File: src/rtl/text_console_ctrl.sv
// Text console write sequencer: turns CPU bytes into cursor-tracked writes to an 80x30 text RAM.
// Latency: a printable byte is written one cycle after it is accepted. A clear issues one write per cycle.
// Backpressure: char_ready is high only in IDLE. A byte offered while busy is dropped, so the CPU polls busy.
// Optional macro TEXT_CONSOLE_TAB_EN adds tab expansion to the next multiple of 8 columns.
module text_console_ctrl #(
  parameter int         COLS      = 80,
  parameter int         ROWS      = 30,
  parameter logic [7:0] FILL_CHAR = 8'h20
) (
  input  logic        clk,
  input  logic        rst,
  input  logic [7:0]  char_in,
  input  logic        char_valid,
  output logic        char_ready,
  output logic        busy,
  output logic [11:0] ram_w_addr,
  output logic [7:0]  ram_w_data,
  output logic        ram_w_en,
  output logic [6:0]  cursor_col,
  output logic [4:0]  cursor_row
);

  localparam logic [1:0] ST_IDLE = 2'd0;
  localparam logic [1:0] ST_PUT  = 2'd1;
  localparam logic [1:0] ST_FILL = 2'd2;

  localparam logic [1:0] MD_CHAR = 2'd0;
  localparam logic [1:0] MD_BS   = 2'd1;
`ifdef TEXT_CONSOLE_TAB_EN
  localparam logic [1:0] MD_TAB  = 2'd2;
`endif

  localparam logic [6:0]  LAST_COL  = 7'(COLS - 1);
  localparam logic [4:0]  LAST_ROW  = 5'(ROWS - 1);
  localparam logic [11:0] COLS_W    = 12'(COLS);
  localparam logic [11:0] LAST_ADDR = 12'(COLS * ROWS - 1);

  logic [1:0]  state;
  logic [1:0]  put_mode;
  logic [6:0]  work_col;   // column being written while in PUT
  logic [11:0] row_base;   // row*COLS of the row the cursor is on (or entering)
  logic [11:0] fill_end;   // last address of the current fill
  logic [4:0]  pend_row;   // cursor row to publish when the fill finishes

  logic [4:0]  nl_row;
  logic [11:0] nl_base;
  logic [11:0] cur_addr;
  logic [6:0]  next_col;
  logic        accept;

  // Newline target row/base computed incrementally so no multiplier is needed
  always_comb begin
    nl_row   = (cursor_row == LAST_ROW) ? 5'd0 : cursor_row + 5'd1;
    nl_base  = (cursor_row == LAST_ROW) ? 12'd0 : row_base + COLS_W;
    cur_addr = row_base + {5'd0, cursor_col};
    next_col = work_col + 7'd1;
    accept   = char_valid && char_ready;
  end

  // Main sequencer: byte decode, single writes, tab expansion and fills
  always_ff @(posedge clk or posedge rst) begin
    if (rst) begin
      state      <= ST_IDLE;
      put_mode   <= MD_CHAR;
      work_col   <= 7'd0;
      row_base   <= 12'd0;
      fill_end   <= 12'd0;
      pend_row   <= 5'd0;
      char_ready <= 1'b1;
      busy       <= 1'b0;
      ram_w_addr <= 12'd0;
      ram_w_data <= FILL_CHAR;
      ram_w_en   <= 1'b0;
      cursor_col <= 7'd0;
      cursor_row <= 5'd0;
    end else begin
      case (state)
        ST_IDLE: begin
          if (accept) begin
            if (char_in >= 8'h20 && char_in <= 8'h7E) begin
              ram_w_en   <= 1'b1;
              ram_w_addr <= cur_addr;
              ram_w_data <= char_in;
              work_col   <= cursor_col;
              put_mode   <= MD_CHAR;
              state      <= ST_PUT;
              char_ready <= 1'b0;
              busy       <= 1'b1;
            end else if (char_in == 8'h0D) begin
              cursor_col <= 7'd0;
            end else if (char_in == 8'h0A) begin
              row_base   <= nl_base;
              ram_w_addr <= nl_base;
              fill_end   <= nl_base + COLS_W - 12'd1;
              pend_row   <= nl_row;
              ram_w_data <= FILL_CHAR;
              ram_w_en   <= 1'b1;
              state      <= ST_FILL;
              char_ready <= 1'b0;
              busy       <= 1'b1;
            end else if (char_in == 8'h08) begin
              // Backspace at column 0 is a no-op and keeps the block ready
              if (cursor_col != 7'd0) begin
                ram_w_en   <= 1'b1;
                ram_w_addr <= cur_addr - 12'd1;
                ram_w_data <= FILL_CHAR;
                work_col   <= cursor_col - 7'd1;
                put_mode   <= MD_BS;
                state      <= ST_PUT;
                char_ready <= 1'b0;
                busy       <= 1'b1;
              end
            end else if (char_in == 8'h0C) begin
              row_base   <= 12'd0;
              ram_w_addr <= 12'd0;
              fill_end   <= LAST_ADDR;
              pend_row   <= 5'd0;
              ram_w_data <= FILL_CHAR;
              ram_w_en   <= 1'b1;
              state      <= ST_FILL;
              char_ready <= 1'b0;
              busy       <= 1'b1;
`ifdef TEXT_CONSOLE_TAB_EN
            end else if (char_in == 8'h09) begin
              ram_w_en   <= 1'b1;
              ram_w_addr <= cur_addr;
              ram_w_data <= FILL_CHAR;
              work_col   <= cursor_col;
              put_mode   <= MD_TAB;
              state      <= ST_PUT;
              char_ready <= 1'b0;
              busy       <= 1'b1;
`endif
            end
          end
        end

        ST_PUT: begin
          if (put_mode == MD_BS) begin
            ram_w_en   <= 1'b0;
            cursor_col <= work_col;
            state      <= ST_IDLE;
            char_ready <= 1'b1;
            busy       <= 1'b0;
          end else if (work_col == LAST_COL) begin
            // Wrapped past the last column: enter the next row and clear it
            row_base   <= nl_base;
            ram_w_addr <= nl_base;
            fill_end   <= nl_base + COLS_W - 12'd1;
            pend_row   <= nl_row;
            ram_w_data <= FILL_CHAR;
            ram_w_en   <= 1'b1;
            state      <= ST_FILL;
`ifdef TEXT_CONSOLE_TAB_EN
          end else if (put_mode == MD_TAB && next_col[2:0] != 3'd0) begin
            ram_w_addr <= ram_w_addr + 12'd1;
            work_col   <= next_col;
`endif
          end else begin
            ram_w_en   <= 1'b0;
            cursor_col <= next_col;
            state      <= ST_IDLE;
            char_ready <= 1'b1;
            busy       <= 1'b0;
          end
        end

        ST_FILL: begin
          if (ram_w_addr == fill_end) begin
            ram_w_en   <= 1'b0;
            cursor_col <= 7'd0;
            cursor_row <= pend_row;
            state      <= ST_IDLE;
            char_ready <= 1'b1;
            busy       <= 1'b0;
          end else begin
            ram_w_addr <= ram_w_addr + 12'd1;
          end
        end

        default: begin
          ram_w_en   <= 1'b0;
          state      <= ST_IDLE;
          char_ready <= 1'b1;
          busy       <= 1'b0;
        end
      endcase
    end
  end

endmodule

File: config.mk
export PLATFORM = sky130hd
export DESIGN_NAME = text_console_ctrl
export DESIGN_NICKNAME = d
export VERILOG_FILES = /design/src/rtl/text_console_ctrl.sv
export SDC_FILE = /design/constraint.sdc
export NUM_CORES = 1
export LEC_CHECK = 0
export CAP_MARGIN = 10
export CORE_MARGIN = 5
export CORE_UTILIZATION = 45
export CTS_CLUSTER_DIAMETER = 80
export CTS_CLUSTER_SIZE = 16
export DETAILED_ROUTE_END_ITERATION = 12
export PLACE_DENSITY = 0.74
export SLEW_MARGIN = 20
export SYNTH_ARGS = -nofsm -noshare
export SYNTH_HDL_FRONTEND = slang
export SYNTH_SLANG_ARGS = --single-unit
File: constraint.sdc
create_clock -name clk -period 3.3 [get_ports clk]
set_input_delay 0.495 -clock clk [delete_from_list [all_inputs] [get_ports clk]]
set_output_delay 0.495 -clock clk [all_outputs]
set_load 0.005 [all_outputs]
==> insert_results.sql <==
INSERT INTO impl_metrics (metric_group, metric, value, unit) VALUES
('run_status', 'status', 'completed', ''),
('sta', 'hold_violations', '0', ''),
('worst_hold_path', 'worst_hold_path_type', 'flip-flop to flip-flop', ''),
('synthesis', 'synth-seq-area-share', '36.3', '%'),
('cells_and_area', 'synthToLayoutAreaGrowth', '20.4', '%'),
('floorplan', 'fp.dieArea', '13600', 'um2'),
('global_route', 'gr-usage-all-layers', '21.7', '%'),
('clocking', 'tritoncts', 'yes', ''),
('sta', 'timing_worst_slew_pin_value', '0.698', 'ns'),
('worst_setup_path', 'critical_path.reg2reg.startpoint', 'cursor_col[0]', ''),
('power_and_ir_drop', 'ir_drop', '0.365', 'mV'),
('global_route', 'grt_max_degree', '45', ''),
('clocking', 'post_cts_resized', '0', ''),
('place', 'port_buffers', '45', ''),
('global_route', 'gr-usage-met1', '29.7', '%'),
('synthesis', 'ys_seq_elements', '74', ''),
('clocking', 'insertion_delay', '0.34', 'ns'),
('sta', 'post-route-period-util', '95.2', '%'),
('worst_setup_path', 'startpoint_type', 'flip-flop', ''),
('sta', 'fmax', '0.318', 'GHz'),
('global_route', 'vias_in_the_first_global_route', '4498', ''),
('clocking', 'hold_buffers', '0', ''),
('synthesis', 'synthArstFlopShare', '100', '%'),
('worst_setup_path', 'critical_path.endpoint_type', 'flip-flop', ''),
('synthesis', 'synth_flop_cell', 'sky130_fd_sc_hd__dfrtp_1', ''),
('detailed_routing', 'route.detailed.drc', '0', ''),
('worst_setup_path', 'worst_r2r_endpoint', 'ram_w_addr[5]', ''),
('cells_and_area', 'antenna_cells', '0', ''),
('worst_setup_path', 'critical_path_class', 'flip-flop to flip-flop', ''),
('sta', 'finalWorstPathRequiredPeriod', '3.14', 'ns'),
('sta', 'timing.final.setup_violations', '0', ''),
('sta', 'rsz0062_at_grt', 'no', ''),
('cells_and_area', 'finish.cell_count_without_fillers', '791', ''),
('detailed_routing', 'initialDrtViolationCount', '437', ''),
('worst_setup_path', 'r2r_slack', '0.16', 'ns'),
('synthesis', 'avgSynthCellArea', '8.68', 'um2'),
('global_route', 'most_crowded_layer_after_global_routing', 'met2', ''),
('synthesis', 'synthesis.nets', '620', ''),
('floorplan', 'top_level_ports', '46', ''),
('clocking', 'cts-root-to-sink-buffers', '2', ''),
('worst_setup_path', 'worst_setup_path_endpoint', 'ram_w_addr[5]', ''),
('place', 'dp_hpwl', '10400', 'um'),
('worst_setup_path', 'critPathArrivalTime', '3.36', 'ns'),
('worst_hold_path', 'min_delay_path_depth', '2', ''),
('detailed_routing', 'wire_per_inst', '17.7', 'um'),
('sta', 'fin_worst_skew', '0.0107', 'ns'),
('place', 'place_congestion', '0.977', ''),
('global_route', 'global_route.usage.met2', '34.1', '%'),
('global_route', 'gr-total-overflow', '0', ''),
('synthesis', 'postSynthCellCount', '589', ''),
('worst_setup_path', 'maximum_fanout_along_the_worst_path', '5', ''),
('floorplan', 'die_width', '117', 'um'),
('detailed_routing', 'drt-vias-per-instance', '6.00', ''),
('detailed_routing', 'vias', '4746', ''),
('clocking', 'htree_num_levels', '3', ''),
('sta', 'final_max_slew_viol_count', '0', ''),
('clocking', 'clkTransAtPathRegs', '0.06', 'ns'),
('worst_setup_path', 'critical_path.startpoint', 'cursor_col[0]', ''),
('place', 'post_placement_cell_count', '775', ''),
('clocking', 'cts_sinks', '74', ''),
('synthesis', 'netlist_top_cells_area', 'sky130_fd_sc_hd__dfrtp_1, sky130_fd_sc_hd__nand2_1, sky130_fd_sc_hd__xnor2_1, sky130_fd_sc_hd__ha_1, sky130_fd_sc_hd__o21ai_0', ''),
('clocking', 'cts_inserted_buffers', '9', ''),
('global_route', 'grt_antenna_before_repair', '0', ''),
('sta', 'normalized_max_slew_margin', '53.5', '%'),
('floorplan', 'design.core.area', '11300', 'um2'),
('power_and_ir_drop', 'static-leakage-power', '0.00258', 'uW'),
('power_and_ir_drop', 'finalPower', '4770', 'uW'),
('global_route', 'groute.layer.met3.usage', '5.39', '%'),
('synthesis', 'synth_enable_flop_cells', '0', ''),
('clocking', 'postCtsSetupBuffers', '0', ''),
('detailed_routing', 'routed_wl', '14000', 'um');
[worst min path at each step]
stage                   from            end  slack, ns
3_3_place_gp     pend_row[3]    pend_row[3]       0.46
3_5_place_dp     pend_row[4]    pend_row[4]       0.47
5_1_grt        ram_w_data[7]  ram_w_data[7]       0.52
2_1_floorplan    pend_row[0]    pend_row[0]       0.45
4_1_cts          pend_row[4]    pend_row[4]       0.48
6_report         pend_row[4]    pend_row[4]       0.47
[sequential cells by signal, indices dropped and copies added (netlist names)]
name        cells
pend_row        5
work_col        7
cursor_col      7
ram_w_en        1
cursor_row      5
row_base       12
char_ready      1
put_mode        1
fill_end       12
busy            1
ram_w_addr     12
state           2
ram_w_data      8
[synth_stat cells (8+ instances only)]
library cell / count
sky130_fd_sc_hd__nand2_1: 88
sky130_fd_sc_hd__dfrtp_1: 72
sky130_fd_sc_hd__o21ai_0: 43
sky130_fd_sc_hd__nor2_1: 42
sky130_fd_sc_hd__xnor2_1: 35
sky130_fd_sc_hd__nand3_1: 30
sky130_fd_sc_hd__a21oi_1: 29
sky130_fd_sc_hd__inv_1: 24
sky130_fd_sc_hd__ha_1: 19
sky130_fd_sc_hd__clkbuf_1: 16
sky130_fd_sc_hd__xor2_1: 15
sky130_fd_sc_hd__a22o_1: 10
sky130_fd_sc_hd__nand4_1: 8
[layer usage]
metal / wire (um) / up-vias / share of wire [%]
met5: 0 / - / 0
met4: 240 / 0 / 1.7
met3: 1150 / 23 / 8.2
met2: 6380 / 227 / 46
met1: 6250 / 2252 / 45
li1: - / 2244 / -
[stage by stage]
stage,cell area [um2],hold WS (ns),setup slack [ns]
2_1_floorplan,5110,0.446,0.439
3_3_place_gp,5810,0.460,0.266
3_5_place_dp,5810,0.469,0.153
4_1_cts,6160,0.481,0.254
5_1_grt,6160,0.518,0.0349
6_report,6160,0.473,0.158
[placed cells by master (no fill, tap or decap), types with 5 or more instances in the layout]
cell	n
sky130_fd_sc_hd__dfrtp_1	72
sky130_fd_sc_hd__a22o_1	10
sky130_fd_sc_hd__clkbuf_16	9
sky130_fd_sc_hd__ha_1	19
sky130_fd_sc_hd__o21ai_1	7
sky130_fd_sc_hd__xor2_1	15
sky130_fd_sc_hd__nor2b_1	7
sky130_fd_sc_hd__nand4_1	8
sky130_fd_sc_hd__a31oi_1	7
sky130_fd_sc_hd__o31ai_1	6
sky130_fd_sc_hd__a211oi_1	6
sky130_fd_sc_hd__buf_4	21
sky130_fd_sc_hd__a21o_1	5
sky130_fd_sc_hd__nor3_1	6
sky130_fd_sc_hd__clkdlybuf4s50_1	45
sky130_fd_sc_hd__nand2_1	88
sky130_fd_sc_hd__o21ai_0	43
sky130_fd_sc_hd__inv_1	23
sky130_fd_sc_hd__xnor2_1	35
sky130_fd_sc_hd__nand3_1	30
sky130_fd_sc_hd__a21oi_1	29
sky130_fd_sc_hd__mux2_2	7
sky130_fd_sc_hd__a221oi_1	5
sky130_fd_sc_hd__and3_1	7
sky130_fd_sc_hd__nor2_1	42
[where the power goes]
group	switching, uW	leakage [uW]	internal [uW]	total (uW)
Clock	385	0.000166	758	1140
Combinational	1300	0.00146	995	2300
Sequential	234	0.000952	1100	1330
[final cells by class]
type                    instances  area, um2
clock buffers                  11        243
clock inverters                 5        103
fillers                       978       5120
inverters                      24       90.1
multi-input cells             467       3060
flip-flops and latches         74       1850
well taps                     143        179
repair buffers                 67        628
[cells by family after synthesis]
logic type                 Yosys count  share of synthesized area, %
DFF                                 74                          36.3
xor gates and xnor gates            50                          8.56
muxes                                9                          1.93
adders and majority gates           20                          5.04
buffers and inverters               48                          3.94
and+or+nand+nor                    227                          22.2
AOI/OAI and AO/OA                  161                          22.0
[critical path: stages (launching register included)]
cell and delay [ns]:
sky130_fd_sc_hd__dfrtp_1 0.40, sky130_fd_sc_hd__ha_1 0.25, sky130_fd_sc_hd__fa_1 0.42, sky130_fd_sc_hd__a211o_1 0.33
sky130_fd_sc_hd__a21o_1 0.20, sky130_fd_sc_hd__and2_1 0.21, sky130_fd_sc_hd__o31ai_1 0.21, sky130_fd_sc_hd__o21ai_0 0.12
sky130_fd_sc_hd__a221oi_1 0.45, sky130_fd_sc_hd__a311oi_1 0.13, sky130_fd_sc_hd__a211o_1 0.31
Note: power is estimated with default switching activity, not from simulation.
==> patch: new RTL, same settings <==
Build with the macro `TEXT_CONSOLE_TAB_EN` defined.
--- a/src/rtl/text_console_ctrl.sv
+++ b/src/rtl/text_console_ctrl.sv
@@ -2,6 +2,8 @@
 // Latency: a printable byte is written one cycle after it is accepted. A clear issues one write per cycle.
 // Backpressure: char_ready is high only in IDLE. A byte offered while busy is dropped, so the CPU polls busy.
 // Optional macro TEXT_CONSOLE_TAB_EN adds tab expansion to the next multiple of 8 columns.
+`define TEXT_CONSOLE_TAB_EN
+
 module text_console_ctrl #(
   parameter int         COLS      = 80,
   parameter int         ROWS      = 30,
Behaviour: not the same (Yosys sat finds a counterexample within 4 cycles, from zero or initial values and one cycle with rst high).
==> patch against the original RTL <==
Utilization grew 0.16 points; wire length grew 15%; final area grew 6.9%; clock skew shrank 0.62 ps; worst setup slack gained 86 ps; power grew 21%; sequential cell count grew 1; worst hold slack gained 22 ps; area after synthesis grew 7.4%.
==> patch: results (changes against the original RTL) <==
| Metric | Value |
|---|---|
| Detailed route wirelength on metal2 | 7.40 mm (+16%) |
| Final routed wire length divided by cell count | 18.8 microns (+6.2%) |
| Via density per instance | 6.18 (+3.0%) |
| Multi-input combinational gate total | 511 (+9.4%) |
| Top cells by count, synth | 76 x sky130_fd_sc_hd__nand2_1, 73 x sky130_fd_sc_hd__dfrtp_1, 37 x sky130_fd_sc_hd__o21ai_0 |
| Met2 track demand over resource | 35.0% (+0.83 points) |
| Cell count after placement | 844 (+8.9%) |
| Proportion of register bits with asynchronous set or reset after synthesis | 100% (unchanged) |
| Number of iterations in the first detailed-routing pass | 6 (+1) |
| Distinct cell type count of the synthesized netlist | 76 (-2.6%) |
| Status | finished, final reports clean |
| Pre-CTS WS | 209 ps (+55.4 ps) |
| Vias | 5314 (+12%) |
| Via count of the first global-routing pass | 5154 (+15%) |
| Worst-case vdd ir drop | 0.407 mV (+12%) |
| Sequential cell count | 75 (+1.4%) |
| CP Data Arrival Time | 3280 ps (-80 ps) |
| Highest Signal Layer | met4 |
| Final clock-cell share | 4.62% (-0.99 points) |
| CP Max Fanout | 4 (-1) |
| GR Layer Usage met1 | 31.1% (+1.4 points) |
| Net count of the finished layout | 740 (+9.8%) |
| Area share of buffers outside the clock network | 11.3% (+1.1 points) |
| Metal3 WL | 900 microns (-22%) |
| Number of placement rows | 40 (+2.6%) |
| Buffers on Ports | 45 (unchanged) |
| Mapped Avg Cell Area | 8.44 sq um (-2.8%) |
| Met3 Usage GRT | 3.51% (-1.9 points) |
| Total Routing Usage GR | 22.6% (+0.85 points) |
| Total setup buffers inserted after CTS | 0 (unchanged) |
| Wire length of the first global-routing pass | 26.4 mm (+14%) |
| Signal buffers | 81 (+21%) |
| Sequential share of cell area | 28.6% (-1.6 points) |
| Least-Margin Pin Slew | 923 ps (+225 ps) |
| Pin count of the biggest net entering global routing | 47 (+4.4%) |
| 1st-iter DRT viols | 500 (+14%) |
| Sequential fraction of the synthesis area | 34.2% (-2.0 points) |
| Final setup skew | 10.1 ps (-0.615 ps) |
| Ranking of synthesized cells by area | sky130_fd_sc_hd__dfrtp_1 33%, sky130_fd_sc_hd__nand2_1 5.2%, sky130_fd_sc_hd__ha_1 4.6%, sky130_fd_sc_hd__xor2_1 4.3%, sky130_fd_sc_hd__o21ai_0 3.4% |
| Met1 routed wirelength after detailed routing | 7.30 mm (+17%) |
| Footprint of the multi-input gates | 3350 sq um (+9.6%) |
| Antenna violations before repair | 0 (unchanged) |
| Post-detailed-placement half-perimeter wirelength | 12.0 mm (+16%) |
| Final-layout fill cell count | 1099 (+12%) |
| Final weighted congestion in routability-driven placement | 0.919 (-5.9%) |
| Post-Layout Inst Area | 6580 sq um (+6.9%) |
| Inverters, non-clock | 30 (+25%) |
| Post-detailed-placement cell area | 6270 sq um (+8.0%) |
| Fraction of layout cells with a size suffix above 1 | 10.9% (+0.45 points) |
| Leakage power summed over all cells | 2.86 nW (+11%) |
| Net count after synthesis | 683 (+10%) |
-- patch: cell families (layout without fill, tap and decap cells) --
logic type	after synthesis	after routing	share of synthesized area, %
multiplexers	19	19	3.69
adder cells (fa/ha/maj)	22	22	5.10
XOR/XNOR	45	45	7.18
buffers and inverters	65	127	4.74
flip-flops	75	75	34.2
AND/OR/NAND/NOR	239	239	22.3
AO/OA/AOI/OAI	186	186	22.8
-- patch: worst max-delay path, cell delays in order, from the launching register on --
cell and delay, ps:
sky130_fd_sc_hd__dfrtp_1 410, sky130_fd_sc_hd__ha_1 270, sky130_fd_sc_hd__fa_1 440, sky130_fd_sc_hd__and3_1 180
sky130_fd_sc_hd__or3_1 380, sky130_fd_sc_hd__a221oi_1 350, sky130_fd_sc_hd__o21ai_0 160, sky130_fd_sc_hd__nor4_1 300
sky130_fd_sc_hd__mux2i_1 170, sky130_fd_sc_hd__a32o_1 280
-- patch: path summary, 6_finish.rpt --
path | startpoint | to | slack (ps) | cells after the start
worst max-delay path | cursor_col[0]$_DFFE_PP0P_ | ram_w_addr[10]$_DFFE_PP0P_ | 240 | 9
worst min-delay path | pend_row[4]$_DFFE_PP0P_ | pend_row[4]$_DFFE_PP0P_ | 500 | 2
min in group asynchronous | rst | ram_w_data[2]$_DFFE_PP0P_ | 570 | 2
worst max register to register | cursor_col[0]$_DFFE_PP0P_ | ram_w_addr[10]$_DFFE_PP0P_ | 240 | 9
worst min register to register | pend_row[4]$_DFFE_PP0P_ | pend_row[4]$_DFFE_PP0P_ | 500 | 2
max in group asynchronous | rst | ram_w_addr[7]$_DFFE_PP0P_ | 2040 | 3
-- patch: power breakdown --
group	internal, mW	leakage [nW]	switching (mW)
combinational	1.40	1.75	1.71
sequential	1.23	0.963	0.412
clock	0.611	0.150	0.405
